--- src/rtl/axi2mem_rd_sequencer.sv ---
// Turns one AXI INCR read burst into paired 32-bit TCDM reads (lane 0 = low word, lane 1 = high word)
// and forwards the responses to the two-lane read buffer, throttled by per-lane buffer credits.
module axi2mem_rd_sequencer #(
    parameter int AW             = 32,
    parameter int LD_BUFFER_SIZE = 2
) (
    input  logic                clk_i,
    input  logic                rst_i,

    input  logic                cmd_valid_i,
    output logic                cmd_ready_o,
    input  logic [AW-1:0]       cmd_addr_i,
    input  logic [7:0]          cmd_len_i,
    input  logic [5:0]          cmd_id_i,

    output logic [1:0]          tcdm_req_o,
    output logic [1:0][AW-1:0]  tcdm_add_o,
    output logic [1:0]          tcdm_wen_o,
    output logic [1:0][3:0]     tcdm_be_o,
    input  logic [1:0]          tcdm_gnt_i,
    input  logic [1:0]          tcdm_r_valid_i,
    input  logic [1:0][31:0]    tcdm_r_rdata_i,

    output logic [1:0]          rd_data_push_req_o,
    output logic [1:0][31:0]    rd_data_push_dat_o,
    output logic [5:0]          rd_data_push_id_o,
    output logic                rd_data_push_last_o,
    input  logic                rd_data_pop_i,

    output logic                busy_o
);

    localparam int CW = $clog2(LD_BUFFER_SIZE + 1);

    typedef enum logic [1:0] {
        IDLE,
        BURST,
        DRAIN
    } state_t;

    state_t             state_q, state_d;
    logic [AW-1:0]      base_q;
    logic [7:0]         len_q;
    logic [5:0]         id_q;
    logic [1:0][8:0]    iss_cnt_q, iss_cnt_d;
    logic [1:0][8:0]    rsp_cnt_q, rsp_cnt_d;
    logic [1:0][CW-1:0] credit_q;
    logic [1:0]         fire;
    logic [1:0]         push;
    logic [8:0]         beats;
    logic               cmd_fire;

    assign beats       = {1'b0, len_q} + 9'd1;
    assign cmd_fire    = cmd_valid_i & (state_q == IDLE);
    assign cmd_ready_o = (state_q == IDLE);
    assign busy_o      = (state_q != IDLE);

    assign tcdm_wen_o          = 2'b11;
    assign tcdm_be_o           = '1;
    assign rd_data_push_req_o  = push;
    assign rd_data_push_dat_o  = tcdm_r_rdata_i;
    assign rd_data_push_id_o   = id_q;
    assign rd_data_push_last_o = push[0] & (rsp_cnt_q[0] == {1'b0, len_q});

    for (genvar i = 0; i < 2; i++) begin : g_lane
        assign tcdm_req_o[i] = (state_q == BURST) && (iss_cnt_q[i] <= {1'b0, len_q})
                               && (credit_q[i] != '0);
        assign tcdm_add_o[i] = base_q + (AW'(iss_cnt_q[i]) << 3) + AW'(4 * i);
        assign fire[i]       = tcdm_req_o[i] & tcdm_gnt_i[i];
        // Responses seen in IDLE belong to a burst that a reset already abandoned.
        assign push[i]       = tcdm_r_valid_i[i] & (state_q != IDLE);
        assign iss_cnt_d[i]  = iss_cnt_q[i] + {8'd0, fire[i]};
        assign rsp_cnt_d[i]  = rsp_cnt_q[i] + {8'd0, push[i]};

        // Credits mirror free buffer slots and deliberately survive from one burst to the next.
        always_ff @(posedge clk_i or posedge rst_i) begin
            if (rst_i) begin
                credit_q[i] <= CW'(LD_BUFFER_SIZE);
            end else if (fire[i] && !rd_data_pop_i) begin
                credit_q[i] <= credit_q[i] - CW'(1);
            end else if (!fire[i] && rd_data_pop_i) begin
                credit_q[i] <= credit_q[i] + CW'(1);
            end
        end

        a_no_pop_overflow : assert property (@(posedge clk_i) disable iff (rst_i)
            !(rd_data_pop_i && (credit_q[i] == CW'(LD_BUFFER_SIZE)) && !fire[i]));

        a_no_stray_rsp : assert property (@(posedge clk_i) disable iff (rst_i)
            tcdm_r_valid_i[i] |-> ((state_q != IDLE) && (rsp_cnt_q[i] < iss_cnt_q[i])));
    end

    always_ff @(posedge clk_i or posedge rst_i) begin
        if (rst_i) begin
            state_q <= IDLE;
        end else begin
            state_q <= state_d;
        end
    end

    // Transitions look at the post-update counters so the FSM leaves on the completing edge.
    always_comb begin
        state_d = state_q;
        unique case (state_q)
            IDLE: begin
                if (cmd_valid_i) begin
                    state_d = BURST;
                end
            end
            BURST: begin
                if ((iss_cnt_d[0] == beats) && (iss_cnt_d[1] == beats)) begin
                    state_d = DRAIN;
                end
            end
            DRAIN: begin
                if ((rsp_cnt_d[0] == beats) && (rsp_cnt_d[1] == beats)) begin
                    state_d = IDLE;
                end
            end
            default: state_d = IDLE;
        endcase
    end

    always_ff @(posedge clk_i or posedge rst_i) begin
        if (rst_i) begin
            base_q <= '0;
            len_q  <= '0;
            id_q   <= '0;
        end else if (cmd_fire) begin
            base_q <= cmd_addr_i & ~AW'(7);
            len_q  <= cmd_len_i;
            id_q   <= cmd_id_i;
        end
    end

    always_ff @(posedge clk_i or posedge rst_i) begin
        if (rst_i) begin
            iss_cnt_q <= '0;
            rsp_cnt_q <= '0;
        end else if (cmd_fire) begin
            iss_cnt_q <= '0;
            rsp_cnt_q <= '0;
        end else begin
            iss_cnt_q <= iss_cnt_d;
            rsp_cnt_q <= rsp_cnt_d;
        end
    end

endmodule

--- config.mk ---
export PLATFORM = sky130hd
export DESIGN_NAME = axi2mem_rd_sequencer
export DESIGN_NICKNAME = d
export VERILOG_FILES = /design/src/rtl/axi2mem_rd_sequencer.sv
export SDC_FILE = /design/constraint.sdc
export NUM_CORES = 1
export LEC_CHECK = 0
export CAP_MARGIN = 20
export CORE_MARGIN = 2
export CORE_UTILIZATION = 41
export CTS_BUF_LIST = sky130_fd_sc_hd__clkbuf_4 sky130_fd_sc_hd__clkbuf_8
export CTS_CLUSTER_SIZE = 24
export DETAILED_ROUTE_END_ITERATION = 10
export PLACE_DENSITY = 0.8
export SYNTH_ARGS = -nofsm -noshare
export SYNTH_HDL_FRONTEND = slang
export SYNTH_SLANG_ARGS = --single-unit
--- constraint.sdc ---
create_clock -name clk_i -period 3.9 [get_ports clk_i]
set_input_delay 0.39 -clock clk_i [delete_from_list [all_inputs] [get_ports clk_i]]
set_output_delay 0.39 -clock clk_i [all_outputs]
set_load 0.005 [all_outputs]
==> results of run 1 <==
## synthesized netlist by cell type (all sizes together) (2+ instances only)
master	number
clkbuf	26
nor3	8
fa	2
dfstp	2
a31oi	2
a22oi	2
and4	7
conb	2
a21boi	2
nor2b	10
o21a	8
and3	16
xor2	31
a21o	4
a211oi	3
buf	83
nand4	20
nor3b	2
or3	12
and2	13
nand2	149
nand2b	2
o21ai	32
a21oi	13
inv	26
dfrtp	83
o2111ai	4
ha	45
xnor2	68
nand3	33
o211ai	9
nor2	58
## logic make-up after synthesis
kind of cell / after synthesis / synth area share, %
DFF: 85 / 32.4
xor gates and xnor gates: 99 / 13.2
other: 2 / 0.114
and+or+nand+nor: 334 / 23.9
adders and majority gates: 47 / 9.19
buffers and inverters: 135 / 12.3
AOI/OAI and AO/OA: 88 / 8.75
## state kept, by name, indices dropped and copies added, names as in the netlist
| signal | cells |
|---|---|
| len_q | 8 |
| credit_q | 4 |
| rd_data_push_id_o | 6 |
| base_q | 29 |
| iss_cnt_q | 18 |
| state_q | 2 |
| rsp_cnt_q | 18 |
## cell usage in the layout (no fill, tap or decap), types with 3 or more instances in the layout
cell type        synthesis  final
nor2_1                  57     55
or3_1                    8      8
conb_1                   2     16
a21oi_1                 13     12
inv_1                   26     24
nor3_1                   7      7
and3_1                  14     14
nand3_1                 32     31
and4_1                   7      7
o211ai_1                 9      9
a21o_1                   4      4
dfrtp_1                 83     82
clkbuf_8                 0     10
o21ai_0                 32     30
o21a_1                   8      8
xnor2_1                 68     68
clkinv_2                 0      3
ha_1                    45     42
a211oi_1                 3      3
nand2_1                149    149
or3_2                    4      4
o2111ai_1                4      4
nor2b_1                 10     10
clkdlybuf4s50_1          0    119
clkbuf_4                 0      4
xor2_1                  31     30
and2_1                  11     10
buf_4                   80     26
nand4_1                 19     19
nor2_2                   1      3
## power groups by stage
stage | sequential (mW) | combinational, mW | clock [mW]
after floorplan | 1.53 | 2.03 | 0
after global placement | 1.67 | 3.31 | 0
after detailed placement | 1.68 | 3.41 | 0
after CTS | 1.67 | 3.43 | 0.617
after global routing | 1.73 | 3.91 | 0.658
final | 1.68 | 3.51 | 0.607
## worst max path at each step
stage                          from                      to  slack, ns  cells past startpoint
2_1_floorplan  len_q[1]$_DFFE_PP0P_  state_q[0]$_DFFE_PP0P_       0.31                     17
3_3_place_gp   len_q[1]$_DFFE_PP0P_  state_q[0]$_DFFE_PP0P_       0.17                     17
3_5_place_dp   len_q[1]$_DFFE_PP0P_  state_q[0]$_DFFE_PP0P_       0.03                     17
4_1_cts        len_q[1]$_DFFE_PP0P_  state_q[0]$_DFFE_PP0P_       0.03                     17
5_1_grt        len_q[1]$_DFFE_PP0P_  state_q[1]$_DFFE_PP0P_      -0.06                     17
6_report       len_q[1]$_DFFE_PP0P_  state_q[1]$_DFFE_PP0P_       0.11                     17
## layer usage
metal	part of all wire (%)	vias up	wire, um
met5	0	-	0
met4	2.5	0	435
li1	-	2669	-
met1	44	2727	7650
met3	5.9	41	1030
met2	48	201	8300
## timing repair
action,CTS,global route
buffers inserted,0,6
cloned,0,2
setup endpoints to repair,4,22
pin swaps,0,14
gates resized for setup,2,24
## area by class of cell
cell class | count | share of cell area, %
Timing Repair Buffer | 149 | 18.2
Clock inverter | 2 | 0.128
Clock buffer | 14 | 2.14
Tap cell | 216 | 3.44
Multi-Input combinational cell | 584 | 47.7
Inverter | 26 | 1.26
Sequential cell | 85 | 27.2
## stage by stage
stage / utilization, % / hold slack [ns] / worst slack, ns / std cells
final: 49.8 / 0.487 / 0.106 / 1076
after global routing: 49.8 / 0.527 / -0.0625 / 1076
after CTS: 48.9 / 0.493 / 0.0320 / 1068
after detailed placement: 47.8 / 0.470 / 0.0285 / 1052
after global placement: 47.8 / 0.459 / 0.174 / 1052
after floorplan: - / 0.470 / 0.315 / 804
==> results.sh, run 1 <==
export IMPL_async_reset_ff_share_pct=100
export IMPL_wl_per_cell_um=16.2
export IMPL_cts_root_buffer="clkbuf_8"
export IMPL_die_y_um=131
export IMPL_p_total_mw=5.80
export IMPL_crit_path_max_fanout=4
export IMPL_core_um2=15800
export IMPL_cpLargestDelayFamily="compound AO/OA/AOI/OAI gates"
export IMPL_slew_violations=0
export IMPL_synth_edf_count=0
export IMPL_dpl_cell_area_um2=7540
export IMPL_critical_path_class="flip-flop to flip-flop"
export IMPL_p_comb_share_pct=60.5
export IMPL_path_clk_slew_ns=0.10
export IMPL_antenna_found_initial=0
export IMPL_gp_congestion=0.885
export IMPL_vdd_ir_drop_max_mv=0.333
export IMPL_grt_ovfl_total=0
export IMPL_nNetsFinal=1020
export IMPL_synth_top_area_share_pct=31.6
export IMPL_synth_top_cell_by_area="dfrtp_1"
export IMPL_tightest_slew_ns=0.896
export IMPL_pwr_density_cell_nw_per_um2=740
export IMPL_maxSlewHeadroom_pct=40.2
export IMPL_hp_class="input pin to asynchronous set/reset pin"
export IMPL_avgSynthCellArea_um2=8.31
export IMPL_clock_fmax_mhz=264
export IMPL_num_rows=46
export IMPL_grt_max_degree=50
export IMPL_synthTopCellsByArea="dfrtp_1, buf_4, xnor2_1"
export IMPL_swShare_pct=41.6
export IMPL_ys_warnings_count=0
export IMPL_fin_setup_tns_ns=0
export IMPL_grt_use_met2_pct=32.7
export IMPL_cts_num_sinks=85
export IMPL_busiest_layer="met2"
export IMPL_ff_latch_area_um2=2130
export IMPL_fillCellCount=1530
export IMPL_cts_buffers=9
export IMPL_syn_area_um2=6560
export IMPL_r2r_slack_ns=0.11
export IMPL_clk_latency_ns=0.39
export IMPL_grt_util_met1_pct=26.4
export IMPL_routed_wl_um=17400
export IMPL_fp_dieArea_um2=17000
export IMPL_vias=5638
export IMPL_synthFlopType="dfrtp_1"
export IMPL_crit_reg2reg_launch="len_q[1]$_DFFE_PP0P_"
export IMPL_grt_pass1_wl_um=26700
export IMPL_drive_gt1_share_pct=8.95
export IMPL_maxCapViolCount=0
export IMPL_grt_setup_unrepaired="true"
export IMPL_port_buffers=121
export IMPL_outcome="completed"
export IMPL_ff2ff_path_depth=17
export IMPL_power_leakage_nw=3.56
export IMPL_cp_slowest_cell="or3_2"
export IMPL_multi_input_area_um2=3740
export IMPL_cp_arrival_ns=4.10
export IMPL_dieWidth_um=131
export IMPL_htreeDepth=3
export IMPL_crit_path_max_incr_delay_ns=0.49
export IMPL_crit_buf_inv=1
export IMPL_start_kind="flip-flop"
export IMPL_firstDrtPassIters=6
export IMPL_antenna_left=0
export IMPL_setup_viol=0
export IMPL_finalCritPeriodShare_pct=97.3
export IMPL_syn2layout_area_growth_pct=19.6
export IMPL_cts_tree="done"
export IMPL_grt_util_all_layers_pct=20.1
export IMPL_ios=269
export IMPL_design_area_um2=7850
export IMPL_power_switching_mw=2.42
export IMPL_reg2reg_to="state_q[1]$_DFFE_PP0P_"
export IMPL_end_kind="flip-flop"
export IMPL_clock_skew_ns=0.0169
export IMPL_hold_buffers=0
export IMPL_ys_ff_latch=85
export IMPL_timing_hold_violations_final=0
export IMPL_clock_power_share_pct=10.5
export IMPL_clockBufferDepth=2
export IMPL_syn_instance_count=790
export IMPL_seq_area_frac_synth_pct=32.4
export IMPL_fin_crit_ns=3.79
export IMPL_grt_pass1_vias=5347
export IMPL_num_antenna_cells=0
export IMPL_routed_via_density=5.24
export IMPL_hpwl_um=13100
export IMPL_drtIter0Drc=407
export IMPL_drc=0
export IMPL_cp_required_ns=4.21
export IMPL_p_int_mw=3.39
export IMPL_worst_path_most_repeated_cell="o21a_1"
export IMPL_crit_path_cell_trace="inv_2 > ha_1 > nor2b_1 > o21a_1 > o21a_1 > o21a_1 > o211ai_1 > a21oi_2 > nor2_2 > ha_2 > ha_4 > nand3_2 > xor2_2 > or3_2 > a222oi_1 > o2111ai_1 > o31ai_2"
export IMPL_start_util_pct=41.6
export IMPL_seqPwrFrac_pct=29.0
export IMPL_use_met3_pct=3.79
export IMPL_netlist_cell_type_count=55
Note: power is estimated with default switching activity, not from simulation.
==> run 2, diff against run 1 <==
--- a/config.mk
+++ b/config.mk
@@ -9,8 +9,8 @@
 export CORE_MARGIN = 2
 export CORE_UTILIZATION = 41
 export CTS_BUF_LIST = sky130_fd_sc_hd__clkbuf_4 sky130_fd_sc_hd__clkbuf_8
-export CTS_CLUSTER_SIZE = 24
 export DETAILED_ROUTE_END_ITERATION = 10
+export GPL_TIMING_DRIVEN = 0
 export PLACE_DENSITY = 0.8
 export SYNTH_ARGS = -nofsm -noshare
 export SYNTH_HDL_FRONTEND = slang
==> results.sh, run 2 (same netlist as run 1, synthesis figures left out) <==
export IMPL_hp_class="input pin to asynchronous set/reset pin"
export IMPL_htreeDepth=3
export IMPL_num_rows=46
export IMPL_seqPwrFrac_pct=26.6
export IMPL_maxCapViolCount=0
export IMPL_largest_register="base_q"
export IMPL_crit_path_max_fanout=4
export IMPL_firstDrtPassIters=5
export IMPL_cts_buffers=9
export IMPL_port_buffers=185
export IMPL_core_um2=15800
export IMPL_drive_gt1_share_pct=15.3
export IMPL_cp_required_ns=4.13
export IMPL_power_leakage_nw=4.29
export IMPL_finalCritPeriodShare_pct=99.0
export IMPL_p_comb_share_pct=61.3
export IMPL_reg2reg_to="state_q[0]$_DFFE_PP0P_"
export IMPL_r2r_slack_ns=0.04
export IMPL_p_int_mw=3.66
export IMPL_fp_dieArea_um2=17000
export IMPL_cts_num_sinks=85
export IMPL_start_kind="flip-flop"
export IMPL_routed_wl_um=19000
export IMPL_ios=269
export IMPL_routed_via_density=5.05
export IMPL_grt_max_degree=58
export IMPL_largest_reg_flops=29
export IMPL_antenna_found_initial=0
export IMPL_critical_path_class="flip-flop to flip-flop"
export IMPL_dieWidth_um=131
export IMPL_fin_setup_tns_ns=0
export IMPL_hpwl_um=14600
export IMPL_top_regs="base_q (29), iss_cnt_q (18), rsp_cnt_q (18)"
export IMPL_syn2layout_area_growth_pct=41.5
export IMPL_timing_hold_violations_final=0
export IMPL_maxSlewHeadroom_pct=61.2
export IMPL_vias=6247
export IMPL_antenna_left=0
export IMPL_grt_pass1_vias=5875
export IMPL_layout_common_cells="clkdlybuf4s50_1, nand2_1, buf_4"
export IMPL_power_switching_mw=2.50
export IMPL_pwr_density_cell_nw_per_um2=663
export IMPL_grt_setup_unrepaired="true"
export IMPL_gp_congestion=0.876
export IMPL_nNetsFinal=1181
export IMPL_grt_util_all_layers_pct=21.5
export IMPL_clk_latency_ns=0.38
export IMPL_path_clk_slew_ns=0.09
export IMPL_cp_arrival_ns=4.09
export IMPL_cts_root_buffer="clkbuf_8"
export IMPL_slew_violations=0
export IMPL_hold_buffers=0
export IMPL_setup_viol=0
export IMPL_crit_path_max_incr_delay_ns=0.44
export IMPL_fin_crit_ns=3.86
export IMPL_swShare_pct=40.6
export IMPL_multi_input_area_um2=3780
export IMPL_outcome="completed"
export IMPL_num_antenna_cells=0
export IMPL_worst_path_most_repeated_cell="o21a_1"
export IMPL_clock_power_share_pct=12.0
export IMPL_tightest_slew_ns=0.583
export IMPL_clock_fmax_mhz=259
export IMPL_grt_ovfl_total=0
export IMPL_end_kind="flip-flop"
export IMPL_wl_per_cell_um=15.3
export IMPL_final_common_cell="clkdlybuf4s50_1"
export IMPL_ff2ff_path_depth=16
export IMPL_drtIter0Drc=510
export IMPL_vdd_ir_drop_max_mv=0.346
export IMPL_crit_reg2reg_launch="iss_cnt_q[1]$_DFF_PP0_"
export IMPL_clockBufferDepth=2
export IMPL_grt_pass1_wl_um=28700
export IMPL_clock_skew_ns=0.00857
export IMPL_drc=0
export IMPL_start_util_pct=41.6
export IMPL_cts_tree="done"
export IMPL_die_y_um=131
export IMPL_cp_slowest_cell="dfrtp_2"
export IMPL_fillCellCount=1433
export IMPL_hold_ws_ns=0.358
export IMPL_ff_latch_area_um2=2140
export IMPL_crit_path_cell_trace="ha_1 > nor2b_1 > o21a_1 > o21a_1 > o21a_1 > o211ai_1 > a21oi_2 > nor2_2 > ha_2 > nand4_4 > nor2_4 > xnor2_2 > or3_1 > a222oi_1 > o2111ai_2 > a2bb2oi_1"
==> run 2: changes by cell type in the layout (fill, tap and decap cells not counted), sizes merged <==
cell           delta
buf              +74
bufinv            +2
clkbuf           +21
clkdlybuf4s50    +58
clkinv            -1
dlymetal6s2s      +6
inv               +1
==> run 2: per-stage QoR <==
step | power [mW] | cell area (um^2) | setup slack (ns) | cells | util [%]
detailed placement | 5.19 | 8770 | -0.279 | 1206 | 55.6
finish | 6.16 | 9290 | 0.0404 | 1237 | 58.9
CTS | 6.00 | 9050 | 0.00880 | 1226 | 57.4
global route | 6.64 | 9290 | -0.116 | 1237 | 58.9
global placement | 5.08 | 8740 | -0.249 | 1205 | 55.4
floorplan | 3.56 | 6620 | 0.315 | 804 | -
==> run 2: worst max-delay path by stage <==
stage,from,end,slack (ns),cells past startpoint
6_report,iss_cnt_q[1]$_DFF_PP0_,state_q[0]$_DFFE_PP0P_,0.04,16
3_3_place_gp,len_q[1]$_DFFE_PP0P_,state_q[0]$_DFFE_PP0P_,-0.25,17
5_1_grt,iss_cnt_q[1]$_DFF_PP0_,state_q[0]$_DFFE_PP0P_,-0.12,16
2_1_floorplan,len_q[1]$_DFFE_PP0P_,state_q[0]$_DFFE_PP0P_,0.31,17
4_1_cts,iss_cnt_q[9]$_DFF_PP0_,tcdm_add_o[61],0.009,12
3_5_place_dp,len_q[1]$_DFFE_PP0P_,state_q[0]$_DFFE_PP0P_,-0.28,17
==> run 2: layer usage <==
metal  vias to the layer above  wire, um  global-route usage, %
li1                       2994         -                      -
met1                      2953      8050                   28.2
met2                       268      9190                   35.1
met3                        32      1350                   4.85
met4                         0       367                   7.13
met5                         -         0                      0
==> run 2: power groups by stage <==
stage	Combinational (mW)	Sequential [mW]	Clock, mW
finish	3.78	1.64	0.740
global route	4.17	1.68	0.796
CTS	3.60	1.64	0.759
detailed placement	3.54	1.66	0
global placement	3.44	1.64	0
floorplan	2.03	1.53	0
==> run 2: what timing repair did <==
action	4_1_cts	5_1_grt
cloned	1	0
setup buffers	3	11
resized for setup	13	40
pin swaps	5	19
endpoints found under the setup margin	20	23
==> run 2: cell type report <==
| type | instances | share of cell area, % |
|---|---|---|
| timing repair buffer | 201 | 22.0 |
| inverter | 26 | 1.08 |
| clock buffer | 12 | 1.71 |
| clock inverter | 4 | 0.755 |
| buffer | 109 | 7.86 |
| sequential | 85 | 23.0 |
| tap | 216 | 2.91 |
| multi-input combinational | 584 | 40.7 |
==> run 2: critical path, delay by kind of cell (launching register included) <==
kind	cells	cell delay, ns
AO/OA/AOI/OAI	8	1.62
AND/OR/NAND/NOR	5	0.99
adder cells (fa/ha/maj)	2	0.55
flip-flops	1	0.44
XOR/XNOR	1	0.11
